$ cat src/rtl/cache_pkg.sv
// Shared types and default geometry for the set-associative cache controller.
package cache_pkg;

   localparam int unsigned NUM_OF_SETS_SQRT = 2;
   localparam int unsigned INDEX_WIDTH      = 4;
   localparam int unsigned TAG_WIDTH        = 8;

   typedef logic [NUM_OF_SETS_SQRT-1:0] way_t;
   typedef logic [INDEX_WIDTH-1:0]      index_t;

   typedef enum logic [2:0] {
      S_IDLE,
      S_LOOKUP,
      S_WRITEBACK,
      S_REFILL,
      S_UPDATE
   } state_t;

endpackage

$ cat src/rtl/cache_tag_array.sv
// Tag/valid/dirty storage for every set with a parallel tag compare across the ways.
module cache_tag_array
   import cache_pkg::*;
#(
   parameter int unsigned num_of_sets_sqrt = NUM_OF_SETS_SQRT,
   parameter int unsigned index_width      = INDEX_WIDTH,
   parameter int unsigned tag_width        = TAG_WIDTH
) (
   input  logic                        clk_i,
   input  logic                        rst_ni,
   input  logic [index_width-1:0]      index_i,
   input  logic [tag_width-1:0]        tag_i,
   input  logic [num_of_sets_sqrt-1:0] victim_way_i,
   input  logic                        install_i,
   input  logic [num_of_sets_sqrt-1:0] install_way_i,
   input  logic                        install_dirty_i,
   input  logic                        set_dirty_i,
   output logic                        hit_o,
   output logic [num_of_sets_sqrt-1:0] hit_way_o,
   output logic [num_of_sets_sqrt-1:0] first_invalid_o,
   output logic                        all_valid_o,
   output logic [tag_width-1:0]        victim_tag_o,
   output logic                        victim_dirty_o
);

   localparam int unsigned ways = 1 << num_of_sets_sqrt;
   localparam int unsigned sets = 1 << index_width;

   logic [tag_width-1:0] tag_q   [sets][ways];
   logic [ways-1:0]      valid_q [sets];
   logic [ways-1:0]      dirty_q [sets];

   // Descending scans so the lowest-numbered matching way is the one that sticks.
   always_comb begin
      hit_o           = 1'b0;
      hit_way_o       = '0;
      first_invalid_o = '0;
      all_valid_o     = &valid_q[index_i];
      for (int w = ways - 1; w >= 0; w--) begin
         if (valid_q[index_i][w] && (tag_q[index_i][w] == tag_i)) begin
            hit_o     = 1'b1;
            hit_way_o = num_of_sets_sqrt'(w);
         end
         if (!valid_q[index_i][w]) begin
            first_invalid_o = num_of_sets_sqrt'(w);
         end
      end
      victim_tag_o   = tag_q[index_i][victim_way_i];
      victim_dirty_o = dirty_q[index_i][victim_way_i];
   end

   always_ff @(posedge clk_i) begin
      if (!rst_ni) begin
         valid_q <= '{default: '0};
         dirty_q <= '{default: '0};
      end else begin
         if (install_i) begin
            valid_q[index_i][install_way_i] <= 1'b1;
            dirty_q[index_i][install_way_i] <= install_dirty_i;
         end
         if (set_dirty_i && hit_o) begin
            dirty_q[index_i][hit_way_o] <= 1'b1;
         end
      end
   end

   // Tags need no reset: a tag is only ever looked at through its valid bit.
   always_ff @(posedge clk_i) begin
      if (install_i) begin
         tag_q[index_i][install_way_i] <= tag_i;
      end
   end

endmodule

$ cat src/rtl/cache_ctrl.sv
// Set-associative cache controller: lookup, victim choice, writeback/refill sequencing
// and a single LRU update pulse per completed access.
module cache_ctrl
   import cache_pkg::*;
#(
   parameter int unsigned num_of_sets_sqrt = NUM_OF_SETS_SQRT,
   parameter int unsigned index_width      = INDEX_WIDTH,
   parameter int unsigned tag_width        = TAG_WIDTH
) (
   input  logic                                clk_i,
   input  logic                                rst_ni,
   input  logic                                req_valid_i,
   output logic                                req_ready_o,
   input  logic                                req_write_i,
   input  logic [tag_width+index_width-1:0]    req_addr_i,
   output logic                                resp_valid_o,
   output logic                                resp_hit_o,
   output logic [num_of_sets_sqrt-1:0]         resp_way_o,
   output logic                                mem_valid_o,
   output logic                                mem_we_o,
   output logic [tag_width+index_width-1:0]    mem_addr_o,
   input  logic                                mem_done_i,
   output logic                                lru_write_en_o,
   output logic [index_width-1:0]              lru_address_o,
   output logic [num_of_sets_sqrt-1:0]         lru_set_num_o,
   input  logic [num_of_sets_sqrt-1:0]         lru_set_i
);

   localparam int unsigned addr_width = tag_width + index_width;

   // Request handshake: a request transfers on a rising edge where req_valid_i and
   // req_ready_o are both high; the requester holds address and write flag until then.

   state_t                      state_q, state_d;
   logic [addr_width-1:0]       addr_q, addr_d;
   logic                        write_q, write_d;
   logic                        hit_q, hit_d;
   logic [num_of_sets_sqrt-1:0] way_q, way_d;
   logic [tag_width-1:0]        wb_tag_q, wb_tag_d;

   logic [tag_width-1:0]        req_tag;
   logic [index_width-1:0]      req_index;
   logic                        lookup_hit;
   logic [num_of_sets_sqrt-1:0] hit_way;
   logic [num_of_sets_sqrt-1:0] first_invalid;
   logic                        all_valid;
   logic [num_of_sets_sqrt-1:0] victim_way;
   logic [tag_width-1:0]        victim_tag;
   logic                        victim_dirty;
   logic                        install_en;
   logic                        set_dirty_en;

   assign req_tag    = addr_q[addr_width-1 -: tag_width];
   assign req_index  = addr_q[index_width-1:0];
   assign victim_way = all_valid ? lru_set_i : first_invalid;

   cache_tag_array #(
      .num_of_sets_sqrt(num_of_sets_sqrt),
      .index_width     (index_width),
      .tag_width       (tag_width)
   ) u_tag_array (
      .clk_i          (clk_i),
      .rst_ni         (rst_ni),
      .index_i        (req_index),
      .tag_i          (req_tag),
      .victim_way_i   (victim_way),
      .install_i      (install_en),
      .install_way_i  (way_q),
      .install_dirty_i(write_q),
      .set_dirty_i    (set_dirty_en),
      .hit_o          (lookup_hit),
      .hit_way_o      (hit_way),
      .first_invalid_o(first_invalid),
      .all_valid_o    (all_valid),
      .victim_tag_o   (victim_tag),
      .victim_dirty_o (victim_dirty)
   );

   always_ff @(posedge clk_i) begin
      if (!rst_ni) begin
         state_q  <= S_IDLE;
         addr_q   <= '0;
         write_q  <= 1'b0;
         hit_q    <= 1'b0;
         way_q    <= '0;
         wb_tag_q <= '0;
      end else begin
         state_q  <= state_d;
         addr_q   <= addr_d;
         write_q  <= write_d;
         hit_q    <= hit_d;
         way_q    <= way_d;
         wb_tag_q <= wb_tag_d;
      end
   end

   always_comb begin
      state_d  = state_q;
      addr_d   = addr_q;
      write_d  = write_q;
      hit_d    = hit_q;
      way_d    = way_q;
      wb_tag_d = wb_tag_q;
      case (state_q)
         S_IDLE: begin
            if (req_valid_i) begin
               addr_d  = req_addr_i;
               write_d = req_write_i;
               state_d = S_LOOKUP;
            end
         end
         S_LOOKUP: begin
            if (lookup_hit) begin
               hit_d   = 1'b1;
               way_d   = hit_way;
               state_d = S_UPDATE;
            end else begin
               // Victim way and its tag are captured here so lru_set_i is not needed later.
               hit_d    = 1'b0;
               way_d    = victim_way;
               wb_tag_d = victim_tag;
               state_d  = (all_valid && victim_dirty) ? S_WRITEBACK : S_REFILL;
            end
         end
         S_WRITEBACK: begin
            if (mem_done_i) state_d = S_REFILL;
         end
         S_REFILL: begin
            if (mem_done_i) state_d = S_UPDATE;
         end
         S_UPDATE: state_d = S_IDLE;
         default:  state_d = S_IDLE;
      endcase
   end

   always_comb begin
      req_ready_o    = 1'b0;
      resp_valid_o   = 1'b0;
      mem_valid_o    = 1'b0;
      mem_we_o       = 1'b0;
      mem_addr_o     = '0;
      lru_write_en_o = 1'b0;
      lru_set_num_o  = '0;
      install_en     = 1'b0;
      set_dirty_en   = 1'b0;
      case (state_q)
         S_IDLE:   req_ready_o = 1'b1;
         S_LOOKUP: set_dirty_en = write_q;
         S_WRITEBACK: begin
            mem_valid_o = 1'b1;
            mem_we_o    = 1'b1;
            mem_addr_o  = {wb_tag_q, req_index};
         end
         S_REFILL: begin
            mem_valid_o = 1'b1;
            mem_addr_o  = addr_q;
            install_en  = mem_done_i;
         end
         S_UPDATE: begin
            resp_valid_o   = 1'b1;
            lru_write_en_o = 1'b1;
            lru_set_num_o  = way_q;
         end
         default: req_ready_o = 1'b0;
      endcase
   end

   assign resp_hit_o    = hit_q;
   assign resp_way_o    = way_q;
   assign lru_address_o = req_index;

endmodule

$ cat config.mk
export PLATFORM = sky130hd
export DESIGN_NAME = cache_ctrl
export DESIGN_NICKNAME = d
export VERILOG_FILES = /design/src/rtl/cache_pkg.sv /design/src/rtl/cache_tag_array.sv /design/src/rtl/cache_ctrl.sv
export SDC_FILE = /design/constraint.sdc
export NUM_CORES = 1
export LEC_CHECK = 0
export BUFFER_PORTS_ARGS = -buffer_cell sky130_fd_sc_hd__buf_4
export CAP_MARGIN = 20
export CELL_PAD_IN_SITES_DETAIL_PLACEMENT = 1
export CELL_PAD_IN_SITES_GLOBAL_PLACEMENT = 2
export CORE_ASPECT_RATIO = 0.7
export CORE_UTILIZATION = 35
export DETAILED_ROUTE_END_ITERATION = 16
export GPL_ROUTABILITY_DRIVEN = 0
export GPL_TIMING_DRIVEN = 0
export PLACE_DENSITY_LB_ADDON = 0.1
export SYNTH_ARGS = -nofsm -noshare
export SYNTH_HDL_FRONTEND = slang
export SYNTH_SLANG_ARGS = --single-unit
$ cat constraint.sdc
create_clock -name clk_i -period 8.2 [get_ports clk_i]
set_input_delay 2.05 -clock clk_i [delete_from_list [all_inputs] [get_ports clk_i]]
set_output_delay 2.05 -clock clk_i [all_outputs]
set_load 0.005 [all_outputs]
### Word-level counts from Yosys, hierarchy flattened

Memories as Yosys holds them, arrays and structs flattened. A register that Yosys moved wholly into a read port is not among the register bits.
Index checks and enable logic that the tools add are counted.
W data, S select, Z words.

* bits in registers: 155
* memory bits (writable): 512
* bits of input ports: 19
* output and inout bits: 26
* logic and storage cells: 140
* memories kept: 1

Memory list
* u_tag_array.tag_q: words 16, width 32, rd ports 1, clocked after memory_dff 1, write ports 1, line cache_tag_array.sv:29 `logic [tag_width-1:0] tag_q [sets][ways];`

* order comparisons: 10
* eq/ne operators: 11
* mux-type cells: 58
* bitwise gates (word level): 6
* reduce and logical (&&, ||, !) cells: 16

Operators by type and width (count)
* $mux W64: 3
* $or A64 B64 Y64: 2
* $bwmux W64: 1
* $bmux W4 S4: 2
* $demux W4 S4: 2
* $eq A8 B8 Y1: 4
* $mux W32: 1
* $mux W4: 8
* $mux W8: 3
* $pmux W12 S2: 1
* $mux W2: 11
* $bmux W8 S2: 1
* $demux W8 S2: 1
* $mux W1: 16
* $mux W3: 4
* $pmux W3 S4: 1
* $logic_and A1 B1 Y1: 10
* $lt A2 B3 Y1 const B: 3
* $eq A3 B2 Y1 const B: 2
* $ge A3 B3 Y1 const B: 2
* $ne A2 B2 Y1 const B: 3
* $not A2 Y3: 2
* $ge A5 B5 Y1 const B: 1
* $lt A5 B1 Y1 const B: 1
* 13 further kinds: 16

### Longest topological paths before layout

* depth after elaboration: 17
* gate-level depth with buffers: 16
* depth with buffers taken out: 9

### By module

Synthesis repeated with hierarchy kept, for this count alone.

* cells, all modules: 1661
* area, all modules: 27854.2 sq um

Modules (own cells, without submodules)
* cache_tag_array: instances 1, cells each 1497, area each 26510.4 sq um, seq. area each 17937.2 sq um
* cache_ctrl: instances 1, cells each 164, area each 1343.8 sq um, seq. area each 540.5 sq um

### Worst setup path after synthesis

OpenSTA, ideal clock, no wires.

* kind: reg2out
* from: register addr_q[0]
* to: output port mem_addr_o[0]
* data arrival time: 1.983 ns
* required time: 6.150 ns
* slack: 4.167 ns
* stages on the path, launching flop included: 7
* buffers on the path: 5
* path through: dfxtp_1 -> clkbuf_1 -> buf_2 -> buf_2 -> clkbuf_1 -> buf_4 -> and2_1

* word-level cells in the longest chain between the ends: 1

RTL lines
* start, declared: line cache_ctrl.sv:35 `logic [addr_width-1:0] addr_q, addr_d;`
* start signal, assigned: line cache_ctrl.sv:89 `addr_q <= addr_d;`
* $pmux W12 S2: line cache_ctrl.sv:146 `case (state_q)`
* end, declared: line cache_ctrl.sv:21 `output logic [tag_width+index_width-1:0] mem_addr_o,`

No other way between the ends.

### Worst setup path after layout

Ends and elaborated chain as after synthesis.

==> results.ini <==
[clock_network]
clock_path_buffers = 3
clock-sinks = 671
htree_levels = 3
cts_tree = yes
cts-root-buf = clkbuf_16
postCtsSetupBuffers = 0
cts-hold-fix-buffers = 0
cts_resized = 0
clk_latency_ns = 0.62
cts_buffers = 70
clk_pin_slew_ns = 0.06

[worst_setup_path]
timing.rr.start = addr_q[0]
critPathArrivalTime_ns = 4.48
worst_r2r_endpoint = u_tag_array.dirty_q[0]
cp_num_buf_inv = 6
required_ns = 6.15
cpMaxStageDelayCell = clkbuf_1
critPathKind = flip-flop to primary output
cp_cell_sequence = clkbuf_1 > buf_2 > buf_2 > clkbuf_1 > buf_4 > and2_1 > buf_4
endpoint_kind = primary output
cp_top_family = buffers and inverters
r2r_slack_ns = 2.09
slowest_delay_ns = 0.76
r2r_cells = 9
cp-start-kind = flip-flop
cp_max_fo = 10

[place]
io_buffers = 44
pre_cts_slack_ns = 2.14
hpwl_mm = 71.0

[run]
cap_violations = 0

[min_path]
hold_depth = 2
hold_end = u_tag_array.valid_q[51]
holdCritPathClass = flip-flop to flip-flop
hp-start = u_tag_array.valid_q[51]

[floorplan]
die_w_um = 338
core_um2 = 77500
start_util_pct = 35.6
die-height_um = 237
die_area_um2 = 80000
ios = 45
row_count = 85

[route]
num_vias = 17196
drt_wl_total_mm = 101
first_pass_iters = 5
wire_per_inst_um = 33.0
drc_errors = 0
drtIter0Drc = 1707
ant_nets = 0
viasPerCell = 5.62

[sta]
worstMarginPinSlew_ns = 1.23
tns_ns = 0
fin_ws_ns = 1.67
finClkSkew_ns = 0.0207
setup-violations-final = 0
rsz0062_at_grt = no
timing.final.max_slew_violations = 0
hold_violations = 0
slew_headroom_pct = 17.6
fmax_mhz = 153
min_period_over_period_pct = 79.7
fin_crit_ns = 6.53

[synthesis]
ys_warn_count = 0
netlist_instances = 1795
ys_types = 68
ys_seq_area_share_pct = 67.2
syn_area_um2 = 27600
ys.flop_type = edfxtp_1
synth_area_per_cell_um2 = 15.4
ys_ff_latch = 671
syn_nets = 1814
synth_edf_count = 512
async_flop_share_pct = 0

[global_routing]
grt_pass1_wl_mm = 140
antenna_found_initial = 1
grtUsageTotal_pct = 25.5
grt_max_degree = 50
gr-total-overflow = 0
grt_pass1_vias = 17137

[finish]
final_common_cell = edfxtp_1
area_growth_pct = 16.7
layout_common_cells = edfxtp_1, nor2_1, dfxtp_1
multiInputGateArea_um2 = 8400
fin_nets = 1984
final_layout_size_suffix_gt1_share_pct = 21.7
fillCellCount = 7747
seq_area_um2 = 18600
post-route-util_pct = 41.6

[pwr]
leakagePower_nw = 10.3
power.density_nw_per_um2 = 261
ir_drop_mv = 0.136
report.power.total_mw = 8.43

[outcome]
status = finished, final reports clean

[worst reg2reg max path, delay by kind of cell (launching register included)]
kind	cells	cell delay, ns
simple gates	2	2.12
buf+inv	5	2.95
compound gates	1	0.09
flops	1	0.59
mux	1	0.20
[metrics by stage]
stage	instance area [um2]	std cells	hold slack (ns)
after floorplan	27600	1795	0.434
after global placement	29300	2883	0.444
after detailed placement	29900	2931	0.458
after CTS	32200	3054	0.468
after global routing	32200	3060	0.487
final	32200	3062	0.465
[Yosys cell counts (18+ instances only)]
cell        n  area (um2)
edfxtp_1  512       15400
nor2_1    251         942
dfxtp_1   159        3180
mux4_2    141        3180
mux2i_1   122        1220
nand2_1   108         405
a21oi_1    76         380
clkbuf_1   66         248
a22oi_1    42         315
xnor2_1    25         219
o21ai_0    21         105
buf_2      18        90.1
o22ai_1    18         113
[worst max path at each step]
| stage | endpoint | cells after the start | startpoint | slack, ns |
|---|---|---|---|---|
| 2_1_floorplan | mem_addr_o[0] | 6 | addr_q[0] | 4.17 |
| 3_3_place_gp | u_tag_array.dirty_q[7] | 9 | addr_q[1] | 1.16 |
| 3_5_place_dp | u_tag_array.dirty_q[0] | 9 | addr_q[0] | 2.14 |
| 4_1_cts | mem_addr_o[0] | 7 | addr_q[0] | 1.70 |
| 5_1_grt | mem_addr_o[0] | 7 | addr_q[0] | 1.51 |
| 6_report | mem_addr_o[0] | 7 | addr_q[0] | 1.67 |
[final cells by class]
class	count	area share, %
clock inverters	38	1.09
clock buffers	85	5.84
repair buffers	98	3.18
diodes	2	0.0155
multi-input cells	991	26.0
inverters	9	0.105
flip-flops and latches	671	57.6
plain buffers	124	2.08
well taps	1044	4.05
[state kept, by name (all words and copies together), names as in the netlist, named ones only]
signal               count
addr_q                  12
write_q                  1
resp_hit_o               1
resp_way_o               2
wb_tag_q                 8
u_tag_array.dirty_q     64
u_tag_array.valid_q     64
state_q                  3
u_tag_array.tag_q      512
[kinds of logic after synthesis]
group                  count (synthesis)  synth area share (%)
XOR/XNOR                              35                  1.11
AND/OR/NAND/NOR                      454                  7.13
flip-flops                           671                  67.2
multiplexers                         278                  16.5
AO/OA/AOI/OAI                        224                  5.47
buffers and inverters                133                  2.54
[per-layer routing]
layer	track usage (%)	share of wire, %
met3	4.05	5.9
met2	36.9	43
met1	40.0	49
met5	0	0
met4	5.27	2.0
[where the power goes]
part           leakage (nW)  internal [mW]  total [mW]  switching (mW)
Sequential             6.00           3.76        3.84          0.0737
Combinational          3.20          0.468        1.39           0.919
Clock                  1.10           1.82        3.20            1.38
Total                  10.3           6.06        8.43            2.37
Note: power is estimated with default switching activity, not from simulation.
